**src/rtl/lsu_rmw_if.sv**
```systemverilog
// rtl/lsu_rmw_if.sv - core request/response and data-memory bus bundle for lsu_rmw
//
// Purpose: groups the core-side request/response handshake and the word-only
// data-memory port into one interface.
// Modports:
//   slave  - the load/store unit: takes req_*, mem_rd; drives req_ready, resp_*, mem_*
//   master - the environment (core + memory): the reverse directions
// Signals:
//   req_valid/req_ready/req_we/req_funct3/req_addr/req_wdata - core request
//   resp_valid/resp_rdata/resp_err                           - one-cycle response
//   mem_we/mem_a/mem_wd/mem_rd                               - word memory port

interface lsu_rmw_if;
  logic        req_valid;
  logic        req_ready;
  logic        req_we;
  logic [2:0]  req_funct3;
  logic [31:0] req_addr;
  logic [31:0] req_wdata;
  logic        resp_valid;
  logic [31:0] resp_rdata;
  logic        resp_err;
  logic        mem_we;
  logic [31:0] mem_a;
  logic [31:0] mem_wd;
  logic [31:0] mem_rd;

  modport slave (
    input  req_valid, req_we, req_funct3, req_addr, req_wdata, mem_rd,
    output req_ready, resp_valid, resp_rdata, resp_err, mem_we, mem_a, mem_wd
  );

  modport master (
    output req_valid, req_we, req_funct3, req_addr, req_wdata, mem_rd,
    input  req_ready, resp_valid, resp_rdata, resp_err, mem_we, mem_a, mem_wd
  );
endinterface

```
**src/rtl/lsu_rmw.sv**
```systemverilog
// rtl/lsu_rmw.sv - load/store unit with byte/halfword read-modify-write stores
//
// Purpose: sits between the core MEM stage and a word-only data memory with no
// byte enables. Byte/halfword loads are extracted and sign/zero extended;
// byte/halfword stores read the word, merge the lane(s), then write it back.
// Misaligned, out-of-range and illegal-width requests answer with resp_err.
// Ports:
//   clk  - clock, rising edge
//   rst  - asynchronous reset, active-high
//   bus  - lsu_rmw_if.slave: core request/response plus memory port
//   perf_rmw_cnt, perf_err_cnt - only when LSU_PERF_CNT_EN is defined:
//          completed SB/SH writes and error responses, wrapping at 2^32
// Parameter:
//   MEM_WORDS - memory depth in words; word index >= MEM_WORDS is an error
// Configuration macro: LSU_PERF_CNT_EN

module lsu_rmw #(
  parameter int MEM_WORDS = 64
) (
  input  logic        clk,
  input  logic        rst,
  lsu_rmw_if.slave    bus
`ifdef LSU_PERF_CNT_EN
  ,
  output logic [31:0] perf_rmw_cnt,
  output logic [31:0] perf_err_cnt
`endif
);

  localparam logic [31:0] MEM_WORDS_U = 32'(MEM_WORDS);

  typedef enum logic [1:0] {IDLE, ACCESS, WRITE, RESP} state_t;

  state_t      state;
  logic [31:0] addr_q;
  logic [31:0] data_q;
  logic [31:0] merge_q;
  logic        we_q;
  logic [2:0]  funct3_q;
  logic [31:0] rdata_q;
  logic        err_q;

  logic        req_err;
  logic [7:0]  byte_sel;
  logic [15:0] half_sel;
  logic [31:0] load_val;
  logic [31:0] merge_val;

  // Request legality, judged on the raw inputs at accept time.
  always_comb begin
    req_err = 1'b0;
    case (bus.req_funct3)
      3'b000:  req_err = 1'b0;
      3'b001:  req_err = bus.req_addr[0];
      3'b010:  req_err = |bus.req_addr[1:0];
      3'b100:  req_err = bus.req_we;
      3'b101:  req_err = bus.req_we | bus.req_addr[0];
      default: req_err = 1'b1;
    endcase
    if ({2'b00, bus.req_addr[31:2]} >= MEM_WORDS_U) req_err = 1'b1;
  end

  // Load lane extraction; funct3_q[2] selects zero extension.
  always_comb begin
    case (addr_q[1:0])
      2'd0:    byte_sel = bus.mem_rd[7:0];
      2'd1:    byte_sel = bus.mem_rd[15:8];
      2'd2:    byte_sel = bus.mem_rd[23:16];
      default: byte_sel = bus.mem_rd[31:24];
    endcase
    half_sel = addr_q[1] ? bus.mem_rd[31:16] : bus.mem_rd[15:0];
    case (funct3_q[1:0])
      2'b00:   load_val = {{24{~funct3_q[2] & byte_sel[7]}}, byte_sel};
      2'b01:   load_val = {{16{~funct3_q[2] & half_sel[15]}}, half_sel};
      default: load_val = bus.mem_rd;
    endcase
  end

  // Sub-word store merge: only SB (000) and SH (001) reach this path.
  always_comb begin
    merge_val = bus.mem_rd;
    if (funct3_q[0]) begin
      if (addr_q[1]) merge_val[31:16] = data_q[15:0];
      else           merge_val[15:0]  = data_q[15:0];
    end else begin
      case (addr_q[1:0])
        2'd0:    merge_val[7:0]   = data_q[7:0];
        2'd1:    merge_val[15:8]  = data_q[7:0];
        2'd2:    merge_val[23:16] = data_q[7:0];
        default: merge_val[31:24] = data_q[7:0];
      endcase
    end
  end

  always_ff @(posedge clk or posedge rst) begin
    if (rst) begin
      state    <= IDLE;
      addr_q   <= '0;
      data_q   <= '0;
      merge_q  <= '0;
      we_q     <= 1'b0;
      funct3_q <= '0;
      rdata_q  <= '0;
      err_q    <= 1'b0;
`ifdef LSU_PERF_CNT_EN
      perf_rmw_cnt <= '0;
      perf_err_cnt <= '0;
`endif
    end else begin
      case (state)
        IDLE: begin
          if (bus.req_valid) begin
            addr_q   <= bus.req_addr;
            data_q   <= bus.req_wdata;
            we_q     <= bus.req_we;
            funct3_q <= bus.req_funct3;
            if (req_err) begin
              rdata_q <= '0;
              err_q   <= 1'b1;
              state   <= RESP;
`ifdef LSU_PERF_CNT_EN
              perf_err_cnt <= perf_err_cnt + 32'd1;
`endif
            end else begin
              state <= ACCESS;
            end
          end
        end
        ACCESS: begin
          if (!we_q) begin
            rdata_q <= load_val;
            err_q   <= 1'b0;
            state   <= RESP;
          end else if (funct3_q[1]) begin
            // SW: the write happens in this cycle via mem_we.
            rdata_q <= '0;
            err_q   <= 1'b0;
            state   <= RESP;
          end else begin
            merge_q <= merge_val;
            state   <= WRITE;
          end
        end
        WRITE: begin
          rdata_q <= '0;
          err_q   <= 1'b0;
          state   <= RESP;
`ifdef LSU_PERF_CNT_EN
          perf_rmw_cnt <= perf_rmw_cnt + 32'd1;
`endif
        end
        RESP:    state <= IDLE;
        default: state <= IDLE;
      endcase
    end
  end

  // Control outputs are pure decodes of the registered state, so a reset
  // that lands mid-operation drops mem_we immediately.
  assign bus.req_ready  = (state == IDLE);
  assign bus.resp_valid = (state == RESP);
  assign bus.resp_rdata = rdata_q;
  assign bus.resp_err   = err_q;
  assign bus.mem_we     = (state == WRITE) ||
                          ((state == ACCESS) && we_q && (funct3_q == 3'b010));
  assign bus.mem_a      = {addr_q[31:2], 2'b00};
  assign bus.mem_wd     = (state == WRITE) ? merge_q : data_q;

endmodule

```
**src/flat_wrapper.sv**
```systemverilog
// flat-port wrapper written by rule: the top's interface ports become plain ports
module lsu_rmw_flat 
#(
  parameter int MEM_WORDS = 64
)
  (clk, rst, bus_req_valid, bus_req_we, bus_req_funct3, bus_req_addr, bus_req_wdata, bus_mem_rd, bus_req_ready, bus_resp_valid, bus_resp_rdata, bus_resp_err, bus_mem_we, bus_mem_a, bus_mem_wd);
  lsu_rmw_if bus_i ();
  input  logic clk;
  input  logic rst;
  input wire logic [$bits(bus_i.req_valid)-1:0] bus_req_valid;
  input wire logic [$bits(bus_i.req_we)-1:0] bus_req_we;
  input wire logic [$bits(bus_i.req_funct3)-1:0] bus_req_funct3;
  input wire logic [$bits(bus_i.req_addr)-1:0] bus_req_addr;
  input wire logic [$bits(bus_i.req_wdata)-1:0] bus_req_wdata;
  input wire logic [$bits(bus_i.mem_rd)-1:0] bus_mem_rd;
  output wire logic [$bits(bus_i.req_ready)-1:0] bus_req_ready;
  output wire logic [$bits(bus_i.resp_valid)-1:0] bus_resp_valid;
  output wire logic [$bits(bus_i.resp_rdata)-1:0] bus_resp_rdata;
  output wire logic [$bits(bus_i.resp_err)-1:0] bus_resp_err;
  output wire logic [$bits(bus_i.mem_we)-1:0] bus_mem_we;
  output wire logic [$bits(bus_i.mem_a)-1:0] bus_mem_a;
  output wire logic [$bits(bus_i.mem_wd)-1:0] bus_mem_wd;
  assign bus_i.req_valid = bus_req_valid;
  assign bus_i.req_we = bus_req_we;
  assign bus_i.req_funct3 = bus_req_funct3;
  assign bus_i.req_addr = bus_req_addr;
  assign bus_i.req_wdata = bus_req_wdata;
  assign bus_i.mem_rd = bus_mem_rd;
  assign bus_req_ready = bus_i.req_ready;
  assign bus_resp_valid = bus_i.resp_valid;
  assign bus_resp_rdata = bus_i.resp_rdata;
  assign bus_resp_err = bus_i.resp_err;
  assign bus_mem_we = bus_i.mem_we;
  assign bus_mem_a = bus_i.mem_a;
  assign bus_mem_wd = bus_i.mem_wd;
  lsu_rmw #(.MEM_WORDS(MEM_WORDS)) u_core (.clk(clk), .rst(rst), .bus(bus_i));
endmodule
```
**config.mk**
```make
export PLATFORM = sky130hd
export DESIGN_NAME = lsu_rmw_flat
export DESIGN_NICKNAME = d
export VERILOG_FILES = /design/src/rtl/lsu_rmw_if.sv /design/src/rtl/lsu_rmw.sv /design/src/flat_wrapper.sv
export SDC_FILE = /design/constraint.sdc
export NUM_CORES = 1
export LEC_CHECK = 0
export CAP_MARGIN = 30
export CELL_PAD_IN_SITES_DETAIL_PLACEMENT = 2
export CELL_PAD_IN_SITES_GLOBAL_PLACEMENT = 2
export CORE_MARGIN = 4
export CORE_UTILIZATION = 30
export DETAILED_ROUTE_END_ITERATION = 16
export MAX_ROUTING_LAYER = met4
export PLACE_DENSITY_LB_ADDON = 0.1
export SYNTH_ARGS = -nofsm -noshare
export SYNTH_HDL_FRONTEND = slang
export SYNTH_SLANG_ARGS = --single-unit
```
**constraint.sdc**
```tcl
create_clock -name clk -period 4.5 [get_ports clk]
set_clock_uncertainty 0.05 [all_clocks]
set_input_delay 0.45 -clock clk [delete_from_list [all_inputs] [get_ports clk]]
set_output_delay 0.45 -clock clk [all_outputs]
set_load 0.005 [all_outputs]
```
==> results.toml <==
[placed_design]
dp.cells = 1105
gp_congestion = 0.8103
post-place-ws_ns = 1.466
hpwl_um = 18800
numPortBuffers = 200

[routing]
drc_errors = 0
vias_per_cell = 4.952
postRouteAntennaNets = 0
drt_iter0_drc = 264
vias = 5635
drt_pass1_iterations = 4
routed_wl_um = 25440
wire_per_inst_um = 22.35

[global_routing]
grt.overflow.total = 0
use_met1_pct = 25.39
busiest_layer = "met2"
grtUsageMet3_pct = 4.429
grt_antenna_before_repair = 0
grt_pass1_vias = 6427
grt_max_degree = 80
grt_pass1_wl_um = 38910
globalRouteMet2Util_pct = 32.99
gr-usage-all-layers_pct = 20.05

[sta]
period_share_pct = 65.61
setup_viol = 0
rsz0062_at_grt = "false"
fmax_ghz = 0.3387
tightest_slew_ns = 0.7428
hold-worst-slack_ns = 0.4349
fin_ws_ns = 1.548
setup-tns-final_ns = 0
slew_headroom_pct = 50.38
final_hold_viol_count = 0
slew_viol_final = 0
fin_crit_ns = 2.952

[floorplanning]
io_pins = 203
fp.dieH_um = 162.4
die_w_um = 162.4
start_util_pct = 30.46
fp-row-count = 56
die-area_um2 = 26370
coreArea_um2 = 23470

[worst_setup_path]
slowest_delay_ns = 0.47
critPathTopFamily = "buffers and inverters"
required_ns = 4.00
cp_max_fo = 41
path_cells = "inv_1, ha_1, buf_4, mux2_2, clkdlybuf4s50_1"
slowest_stage = "clkdlybuf4s50_1"
r2r_setup_slack_ns = 1.91
worstSetupStartpointType = "flip-flop"
critPathKind = "reg2out"
cp-end-kind = "output port"
path_buf_inv = 3
cp.arrival_ns = 2.45

[layout]
area_delta_synth_final_pct = 37.94
fin_nets = 913
diodes = 0
drive_gt1_share_pct = 21.98
stdcell_count = 1138

[yosys]
synth.yosys.warnings = 0
synth_seq_cells = 135
netlist_area_um2 = 7149
yosys.area.top_type = "dfrtp_1"
avgSynthCellArea_um2 = 10.97
yosys.cell_types.count = 41
seq_area_frac_synth_pct = 47.25
synthCells = 652
yosys-top-cells-area = "dfrtp_1 47%, mux2_2 16%, mux2_4 4.4%"
synth_top_area_share_pct = 47.25

[outcome]
outcome = "complete, no violations"

[cts]
clock_latency_ns = 0.43
cts_repair_resize_count = 0
cts_sinks = 135
cts_root_buf = "clkbuf_16"
clock_path_buffers = 2
cts_made_buffers = 17
postCtsHoldBufs = 0
cts.clk_slew.worst_paths_ns = 0.06
cts_max_level = 4
cts_setup_buffers = 0
cts_tree = "yes"

[power_and_ir_drop]
cellPowerDensity_nw_per_um2 = 759.1
ir_drop_v = 0.0003427
cellLeakagePower_uw = 0.004262
finalPower_uw = 7486

[flow_run]
cap_violations = 0

[min_path]
hp-class = "reg2reg"
==> area by class of cell <==
class	count	area [µm²]
clock buffers	18	439.2
multi-input cells	396	3184
well taps	319	399.1
clock inverters	14	162.7
flip-flops and latches	135	3378
inverters	45	173.9
repair buffers	211	2125
fillers	2442	13610
==> routing by layer <==
layer  vias to the layer above  wire, µm  part of all wire, %
li1                       2570         -                    -
met3                        20      1249                  4.9
met5                         -         0                    0
met2                       172     12480                   49
met1                      2873     11390                   45
met4                         0       321                  1.3
==> state kept, by name, indices dropped and copies added (netlist names) <==
name	count
u_core.data_q	32
u_core.bus.resp_err	1
u_core.funct3_q	3
u_core.bus.resp_rdata	32
u_core.we_q	1
u_core.addr_q	32
u_core.merge_q	32
u_core.state	2
==> stage by stage <==
step                utilization, %  instance area (µm²)
floorplan                        -                 7153
global placement             39.22                 9205
detailed placement           39.33                 9233
CTS                          41.90                 9834
global route                 42.01                 9862
finish                       42.01                 9862
==> path summary, 6_finish.rpt <==
kind                                                start                                    end  depth (start not counted)
max                           u_core.state[0]$_DFFE_PP0P_                         bus_mem_wd[13]                          5
min                        u_core.merge_q[21]$_DFFE_PP0P_         u_core.merge_q[21]$_DFFE_PP0P_                          2
max reg2reg                  u_core.addr_q[0]$_DFFE_PP0P_   u_core.bus.resp_rdata[0]$_DFFE_PP0P_                          6
min reg2reg                u_core.merge_q[21]$_DFFE_PP0P_         u_core.merge_q[21]$_DFFE_PP0P_                          2
max in group asynchronous                             rst  u_core.bus.resp_rdata[22]$_DFFE_PP0P_                          3
min in group asynchronous                             rst          u_core.data_q[21]$_DFFE_PP0P_                          2
==> power breakdown <==
part	internal, µW	switching, µW
Sequential	1780	469
Combinational	2080	1700
Clock	845	608
Total	4710	2780
==> cell usage after synthesis (all sizes together) <==
cell,instances
inv,45
nand2,54
a21oi,21
a41o,1
o21ai,39
clkbuf,24
a22oi,1
a21boi,1
dfrtp,135
nand4,2
a31o,1
ha,4
o311ai,1
o22ai,8
a211oi,1
nand2b,3
nor4b,1
nor4,6
nor2,38
o31ai,8
conb,1
nor2b,4
nand3,1
o221ai,7
a2bb2oi,7
o31a,1
buf,53
mux2i,25
nor3,1
and2,1
o211ai,1
mux2,124
a221oi,15
a31oi,15
mux4,2
==> placed cells by master (no fill, tap or decap), types with 2 or more instances in the layout <==
master,count
o221ai_1,7
nand2_1,53
buf_16,2
mux2i_1,25
a2bb2oi_1,7
clkinvlp_4,4
dfrtp_1,135
a221oi_1,15
bufinv_16,2
buf_4,9
inv_6,6
mux4_2,2
clkbuf_16,17
mux2_2,103
a21oi_1,20
nor4_1,3
nor2_1,38
a31oi_1,15
o31ai_1,8
ha_1,4
inv_1,44
nor2b_1,4
nand4_1,2
clkinv_4,2
o21ai_0,39
nor4_2,3
clkdlybuf4s50_1,200
mux2_4,21
o22ai_1,8
nand2b_1,3
conb_1,2
==> worst min-delay path: cells and delay by family (launching register included) <==
family	cells	cell delay (ns)
DFF	1	0.34
AOI/OAI and AO/OA	1	0.06
and+or+nand+nor	1	0.05
==> kinds of logic (layout without fill, tap and decap cells) <==
group                    after synthesis  in the layout  synth area share (%)
AO/OA/AOI/OAI                        128            128                 11.94
adder cells (fa/ha/maj)                4              4                0.7001
buffers and inverters                122            288                 8.540
flip-flops                           135            135                 47.25
multiplexers                         151            151                 24.76
other                                  1              2               0.05245
AND/OR/NAND/NOR                      111            111                 6.755
Note: power is estimated with default switching activity, not from simulation.
